$ cat src/rtl/vit_pkg.sv
// Shared Viterbi types and the survivor step rule, used by both the ACS writer and the traceback reader.
// The step rule shifts the decision bit in at the LSB, so the state MSB is the decoded bit.
package vit_pkg;
  localparam int STATE_W = 3;
  localparam int ADDR_W  = 10;
  localparam int MEM_W   = 1 << STATE_W;

  typedef logic [STATE_W-1:0] state_t;
  typedef logic [ADDR_W-1:0]  addr_t;
  typedef logic [MEM_W-1:0]   word_t;

  typedef enum logic [1:0] {
    TB_IDLE,
    TB_FETCH,
    TB_DRAIN,
    TB_FINISH
  } tb_state_e;

  function automatic state_t tb_step(input state_t s, input word_t w);
    tb_step = {s[STATE_W-2:0], w[s]};
  endfunction
endpackage

$ cat src/rtl/traceback_unit_if.sv
// Command, survivor-memory read and decoded-bit signals of the traceback unit.
// slave is the traceback unit; master is the controller/memory side driving it.
interface traceback_unit_if;
  import vit_pkg::*;

  logic   start;
  addr_t  start_addr;
  state_t start_state;
  addr_t  tb_len;
  logic   abort;
  logic   mem_req;
  addr_t  mem_addr;
  word_t  mem_rd_data;
  logic   bit_o;
  logic   bit_valid;
  logic   busy;
  logic   done;
  state_t final_state;

  modport slave (
    input  start, start_addr, start_state, tb_len, abort, mem_rd_data,
    output mem_req, mem_addr, bit_o, bit_valid, busy, done, final_state
  );

  modport master (
    output start, start_addr, start_state, tb_len, abort, mem_rd_data,
    input  mem_req, mem_addr, bit_o, bit_valid, busy, done, final_state
  );
endinterface

$ cat src/rtl/traceback_unit.sv
// Viterbi traceback reader: walks the survivor memory backwards, one decoded bit per clk, newest first.
// Latency 3 cycles start->first bit; no backpressure, start ignored while busy, abort cancels silently.
module traceback_unit
  import vit_pkg::*;
(
  input  logic            clk,
  input  logic            rst,
  traceback_unit_if.slave io
);

  tb_state_e st_q, st_d;
  addr_t     addr_q, addr_d;
  addr_t     remain_q, remain_d;
  logic      req_q, req_d;
  logic      pend_q, pend_d;
  state_t    cur_q, cur_d;
  logic      bit_q, bit_d;
  logic      bvld_q, bvld_d;
  logic      done_q, done_d;
  state_t    fin_q, fin_d;
  state_t    nxt_state;

  always_comb begin
    st_d      = st_q;
    addr_d    = addr_q;
    remain_d  = remain_q;
    req_d     = 1'b0;
    pend_d    = 1'b0;
    cur_d     = cur_q;
    bit_d     = bit_q;
    bvld_d    = 1'b0;
    done_d    = 1'b0;
    fin_d     = fin_q;
    nxt_state = tb_step(cur_q, io.mem_rd_data);

    case (st_q)
      TB_IDLE: begin
        if (io.start) begin
          if (io.tb_len == '0) begin
            st_d   = TB_FINISH;
            done_d = 1'b1;
            fin_d  = io.start_state;
          end else begin
            st_d     = TB_FETCH;
            addr_d   = io.start_addr;
            remain_d = io.tb_len - addr_t'(1);
            req_d    = 1'b1;
            cur_d    = io.start_state;
          end
        end
      end
      TB_FETCH: begin
        pend_d = req_q;
        if (remain_q != '0) begin
          addr_d   = addr_q - addr_t'(1);
          remain_d = remain_q - addr_t'(1);
          req_d    = 1'b1;
        end else begin
          st_d = TB_DRAIN;
        end
      end
      // Only the last fetch is still in flight here, so this cycle emits the final bit.
      TB_DRAIN: begin
        st_d   = TB_FINISH;
        done_d = 1'b1;
        fin_d  = nxt_state;
      end
      TB_FINISH: begin
        st_d = TB_IDLE;
      end
    endcase

    if (pend_q && (st_q == TB_FETCH || st_q == TB_DRAIN)) begin
      bit_d  = cur_q[STATE_W-1];
      bvld_d = 1'b1;
      cur_d  = nxt_state;
    end

    if (io.abort && st_q != TB_IDLE) begin
      st_d   = TB_IDLE;
      req_d  = 1'b0;
      pend_d = 1'b0;
      bvld_d = 1'b0;
      done_d = 1'b0;
      cur_d  = cur_q;
      fin_d  = fin_q;
    end
  end

  always_ff @(posedge clk or negedge rst) begin
    if (!rst) begin
      st_q     <= TB_IDLE;
      addr_q   <= '0;
      remain_q <= '0;
      req_q    <= 1'b0;
      pend_q   <= 1'b0;
      cur_q    <= '0;
      bit_q    <= 1'b0;
      bvld_q   <= 1'b0;
      done_q   <= 1'b0;
      fin_q    <= '0;
    end else begin
      st_q     <= st_d;
      addr_q   <= addr_d;
      remain_q <= remain_d;
      req_q    <= req_d;
      pend_q   <= pend_d;
      cur_q    <= cur_d;
      bit_q    <= bit_d;
      bvld_q   <= bvld_d;
      done_q   <= done_d;
      fin_q    <= fin_d;
    end
  end

  assign io.mem_req     = req_q;
  assign io.mem_addr    = addr_q;
  assign io.bit_o       = bit_q;
  assign io.bit_valid   = bvld_q;
  assign io.busy        = (st_q != TB_IDLE);
  assign io.done        = done_q;
  assign io.final_state = fin_q;

endmodule

$ cat src/flat_wrapper.sv
// flat-port wrapper written by rule: the top's interface ports become plain ports
module traceback_unit_flat import vit_pkg::*;
  (clk, rst, io_start, io_start_addr, io_start_state, io_tb_len, io_abort, io_mem_rd_data, io_mem_req, io_mem_addr, io_bit_o, io_bit_valid, io_busy, io_done, io_final_state);
  traceback_unit_if io_i ();
  input  logic clk;
  input  logic rst;
  input wire logic [$bits(io_i.start)-1:0] io_start;
  input wire logic [$bits(io_i.start_addr)-1:0] io_start_addr;
  input wire logic [$bits(io_i.start_state)-1:0] io_start_state;
  input wire logic [$bits(io_i.tb_len)-1:0] io_tb_len;
  input wire logic [$bits(io_i.abort)-1:0] io_abort;
  input wire logic [$bits(io_i.mem_rd_data)-1:0] io_mem_rd_data;
  output wire logic [$bits(io_i.mem_req)-1:0] io_mem_req;
  output wire logic [$bits(io_i.mem_addr)-1:0] io_mem_addr;
  output wire logic [$bits(io_i.bit_o)-1:0] io_bit_o;
  output wire logic [$bits(io_i.bit_valid)-1:0] io_bit_valid;
  output wire logic [$bits(io_i.busy)-1:0] io_busy;
  output wire logic [$bits(io_i.done)-1:0] io_done;
  output wire logic [$bits(io_i.final_state)-1:0] io_final_state;
  assign io_i.start = io_start;
  assign io_i.start_addr = io_start_addr;
  assign io_i.start_state = io_start_state;
  assign io_i.tb_len = io_tb_len;
  assign io_i.abort = io_abort;
  assign io_i.mem_rd_data = io_mem_rd_data;
  assign io_mem_req = io_i.mem_req;
  assign io_mem_addr = io_i.mem_addr;
  assign io_bit_o = io_i.bit_o;
  assign io_bit_valid = io_i.bit_valid;
  assign io_busy = io_i.busy;
  assign io_done = io_i.done;
  assign io_final_state = io_i.final_state;
  traceback_unit u_core (.clk(clk), .rst(rst), .io(io_i));
endmodule
$ cat config.mk
export PLATFORM = sky130hd
export DESIGN_NAME = traceback_unit_flat
export DESIGN_NICKNAME = d
export VERILOG_FILES = /design/src/rtl/vit_pkg.sv /design/src/rtl/traceback_unit_if.sv /design/src/rtl/traceback_unit.sv /design/src/flat_wrapper.sv
export SDC_FILE = /design/constraint.sdc
export NUM_CORES = 1
export LEC_CHECK = 0
export CAP_MARGIN = 10
export CORE_UTILIZATION = 48
export DETAILED_ROUTE_END_ITERATION = 7
export PLACE_DENSITY = 0.88
export SYNTH_ARGS = -nofsm -noshare
export SYNTH_HDL_FRONTEND = slang
export SYNTH_SLANG_ARGS = --single-unit
$ cat constraint.sdc
create_clock -name clk -period 4.2 [get_ports clk]
set_clock_uncertainty 0.2 [all_clocks]
set_input_delay 0.63 -clock clk [delete_from_list [all_inputs] [get_ports clk]]
set_output_delay 0.63 -clock clk [all_outputs]
set_load 0.02 [all_outputs]
==> summary.md <==
| Metric | Value |
|---|---|
| Setup TNS | `0 ns` |
| Die Span Y | `about 71 um` |
| CTS H-tree depth | `2` |
| Vias in the first global route | `about 2100` |
| Crit-path max FO | `25` |
| Synth area leader | `dfrtp_1` |
| Yosys reg bits | `33` |
| Synth cell types | `57` |
| Setup ws final | `~1.2 ns` |
| Reg clk slew, reported paths | `0.07 ns` |
| Min-delay src | `u_core.io.final_state[2]$_DFFE_PN0P_` |
| Slew @ Worst Pin | `slightly below 0.6 ns` |
| Largest net degree at the start of global routing | `34` |
| Vias post-DR | `about 2200` |
| Power, Total | `approximately 0.0022 W` |
| Int Pwr | `around 0.0012 W` |
| RSZ-0062 raised after global routing | `false` |
| CP arrival | `between 2 and 3 ns` |
| Gr ovfl total | `0` |
| Synth Cell Area | `roughly 2300 um^2` |
| Fraction of layout cells with a size suffix above 1 | `between 10% and 20%` |
| Routed Antenna Nets | `0` |
| Final Cycle Share | `70.7%` |
| Critical path class | `reg -> reg` |
| Drt pass-1 iters | `7` |
| Final min period | `just under 3 ns` |
| Port bufs | `52` |
| WP data required | `4.20 ns` |
| Root Buffer | `clkbuf_8` |
| Fmax | `roughly 0.34 GHz` |
| Clk pwr share | `between 10% and 20%` |
| Hold depth | `1` |
| Seq/Total Area, Yosys | `35.8%` |
| Slowest stage delay, CP | `approximately 0.4 ns` |
| CTS tree | `built` |
| Post-DR wirelength/cell | `17.1 um` |
| P_leak | `1.15 nW` |
| Sequential power share | `30.8%` |
| Aggregate routed wire length | `about 6 mm` |
| Area contributors post-synth | `dfrtp_1 36%, a21oi_1 5.0%, o21ai_0 4.1%` |
| Worst-Skew Late Latency | `between 0.2 and 0.3 ns` |
| Min-delay worst type | `reg -> reg` |
| Hold EP | `u_core.io.final_state[2]$_DFFE_PN0P_` |
| Die area | `roughly 5100 um^2` |
| Cell repeated most along the worst path | `ha_1` |
| Clock buffer count from CTS | `5` |
| Vias per inst | `approximately 6.4` |
| Post-DP HPWL | `4.19 mm` |
| Number of I/O pins | `53` |
| Cell count after synthesis | `approximately 250` |
| Peak supply drop | `between 0.3 and 0.4 mV` |
| Starting Density | `between 50% and 60%` |
| Post_cts resized | `0` |
| Synth Area per Inst | `9.34 um^2` |
| Max Cap Violations | `0` |
| WHS | `between 0.3 and 0.4 ns` |
| Core Footprint | `roughly 4500 um^2` |
| Synth Warn # | `0` |
| Area grow syn2layout | `27.9%` |
| Psw | `a little under 0.001 W` |
| Antenna violations before repair | `0` |
| Syn_nets | `around 290` |
| Reg2Reg Setup Slack | `around 1.2 ns` |
| Global-route wire length before repair | `around 10 mm` |
| Placer Congestion | `~0.87` |
| CP max stage cell | `dfrtp_1` |
| # setup viols final | `0` |
| CTS Sinks | `33` |
| Hold Buf Count CTS | `0` |
| Die X-Extent | `around 71 um` |
| Final Hold Viols | `0` |
| Switching share of power | `44.7%` |
| DR iter-0 viols | `230` |
| Pre-CTS setup slack | `between 1 and 1.5 ns` |
| RR Startpoint | `u_core.st_q[1]$_DFFE_PN0P_` |
| Slew Viols, Final | `0` |
| Combinational power share | `between 50% and 60%` |
| Failing checks | `design-rule violations` |
| EDFF count, synth | `0` |
| Crit path cell chain | `inv_1 -> ha_1 -> buf_4 -> mux2i_1 -> ha_1 -> nor4b_4 -> nor2_2 -> nor4_1 -> nor3_1 -> nor4_2` |
| Power per cell area | `735 nW/um^2` |
| Antenna cells | `0` |
| Reg-to-reg critical path endpoint | `u_core.remain_q[8]$_DFFE_PN0P_` |
| Slew HR | `about three fifths` |
| Startpoint Class | `flip-flop` |
| Worst Reg2Reg Path Length in Cells | `10` |
| Longest Clk Path Bufs | `2` |
| CP Capture Type | `flip-flop` |
| DRC | `3` |
| Post-CTS setup buffers | `0` |
| Post-synthesis async set-or-reset flop share | `100%` |
| Outcome | `finished, violations left` |
| Main synth FF type | `dfrtp_1` |
| GR Util All Layers | `about a quarter` |
| Yosys top cell area share | `between 30% and 40%` |
| NumNets Final | `338` |
| Num rows | `24` |
-- cell families (layout without fill, tap and decap cells) --
logic type               count (synthesis)  in the layout  share of synthesized area [%]
buffers and inverters                   18             70                           4.83
XOR/XNOR                                 3              3                           1.14
multiplexers                            16             16                           8.41
flip-flops                              33             33                           35.8
AND/OR/NAND/NOR                         86             86                           22.8
AO/OA/AOI/OAI                           86             86                           24.3
adder cells (fa/ha/maj)                  5              5                           2.71
-- power groups by stage --
stage	clock network (W)	registers, W	logic [W]
after detailed placement	0	0.000667	0.00118
final	0.000311	0.000668	0.00119
after floorplan	0	0.000712	0.000765
after CTS	0.000315	0.000663	0.00118
after global placement	0	0.000659	0.00114
after global routing	0.000329	0.000692	0.00131
-- per-layer routing --
layer,vias up,part of all wire [%],track usage [%]
li1,1056,-,-
met1,1056,43,35.2
met2,105,49,39.5
met3,15,6.5,5.20
met4,0,1.7,9.56
met5,-,0,0
-- through the flow --
| step | util (%) | instance area [um^2] | instances |
|---|---|---|---|
| final | 65.9 | 2950 | 351 |
| after global routing | 65.9 | 2950 | 351 |
| after CTS | 65.9 | 2950 | 351 |
| after detailed placement | 63.3 | 2830 | 343 |
| after floorplan | - | 2310 | 247 |
| after global placement | 63.3 | 2830 | 343 |
-- sequential cells by signal, indices dropped and copies added (netlist names) --
register	cells
u_core.io.mem_addr	10
u_core.remain_q	10
u_core.cur_q	3
u_core.io.final_state	3
u_core.st_q	2
u_core.io.bit_o	1
u_core.io.bit_valid	1
u_core.io.done	1
u_core.io.mem_req	1
u_core.pend_q	1
-- how the worst max path moves through the flow --
| stage | start | to | slack (ns) |
|---|---|---|---|
| after CTS | u_core.st_q[1]$_DFFE_PN0P_ | u_core.remain_q[8]$_DFFE_PN0P_ | 1.25 |
| after global routing | u_core.st_q[1]$_DFFE_PN0P_ | u_core.remain_q[8]$_DFFE_PN0P_ | 0.96 |
| final | u_core.st_q[1]$_DFFE_PN0P_ | u_core.remain_q[8]$_DFFE_PN0P_ | 1.23 |
| after global placement | io_tb_len[3] | u_core.remain_q[8]$_DFFE_PN0P_ | 1.21 |
| after detailed placement | io_tb_len[3] | u_core.remain_q[2]$_DFFE_PN0P_ | 1.16 |
| after floorplan | u_core.st_q[1]$_DFFE_PN0P_ | u_core.remain_q[8]$_DFFE_PN0P_ | 1.10 |
-- final cells by class --
| class | instances | area [um^2] |
|---|---|---|
| timing repair buffer | 56 | 551 |
| fill | 363 | 1520 |
| sequential | 33 | 826 |
| multi-input combinational | 196 | 1370 |
| inverter | 6 | 22.5 |
| tap | 52 | 65.1 |
| clock inverter | 1 | 30.0 |
| clock buffer | 7 | 86.3 |
-- synth_stat cells, types with 3 or more instances --
cell type / instances
a21oi_1: 23
a31oi_1: 3
and3_1: 4
buf_2: 4
buf_6: 5
dfrtp_1: 33
ha_1: 5
inv_1: 6
mux2_2: 7
mux2i_1: 7
nand2_1: 19
nand3_1: 5
nor2_1: 15
nor3_1: 12
nor3_2: 3
nor4_1: 5
o211ai_1: 7
o21ai_0: 19
o22a_1: 3
o22ai_1: 10
-- cells in the final DEF, fill, tap and decap left out, drive strengths merged, types with 3 or more instances in the layout --
| master | count |
|---|---|
| mux2i | 7 |
| clkbuf | 7 |
| nor2 | 17 |
| a21oi | 23 |
| o21ai | 19 |
| o22ai | 11 |
| nand3 | 6 |
| nor4 | 8 |
| nor3 | 15 |
| or3 | 3 |
| mux2 | 7 |
| o211ai | 7 |
| and3 | 4 |
| o22a | 3 |
| buf | 4 |
| dfrtp | 33 |
| inv | 6 |
| a31oi | 4 |
| nand2 | 19 |
| clkdlybuf4s50 | 52 |
| ha | 5 |
-- worst max-delay path, delay by kind of cell (launching register included) --
family / cells / cell delay, ns
and+or+nand+nor: 5 / 1.18
buffers and inverters: 2 / 0.37
muxes: 1 / 0.28
adders and majority gates: 2 / 0.44
DFF: 1 / 0.41
(Power assumes the default switching activity.)
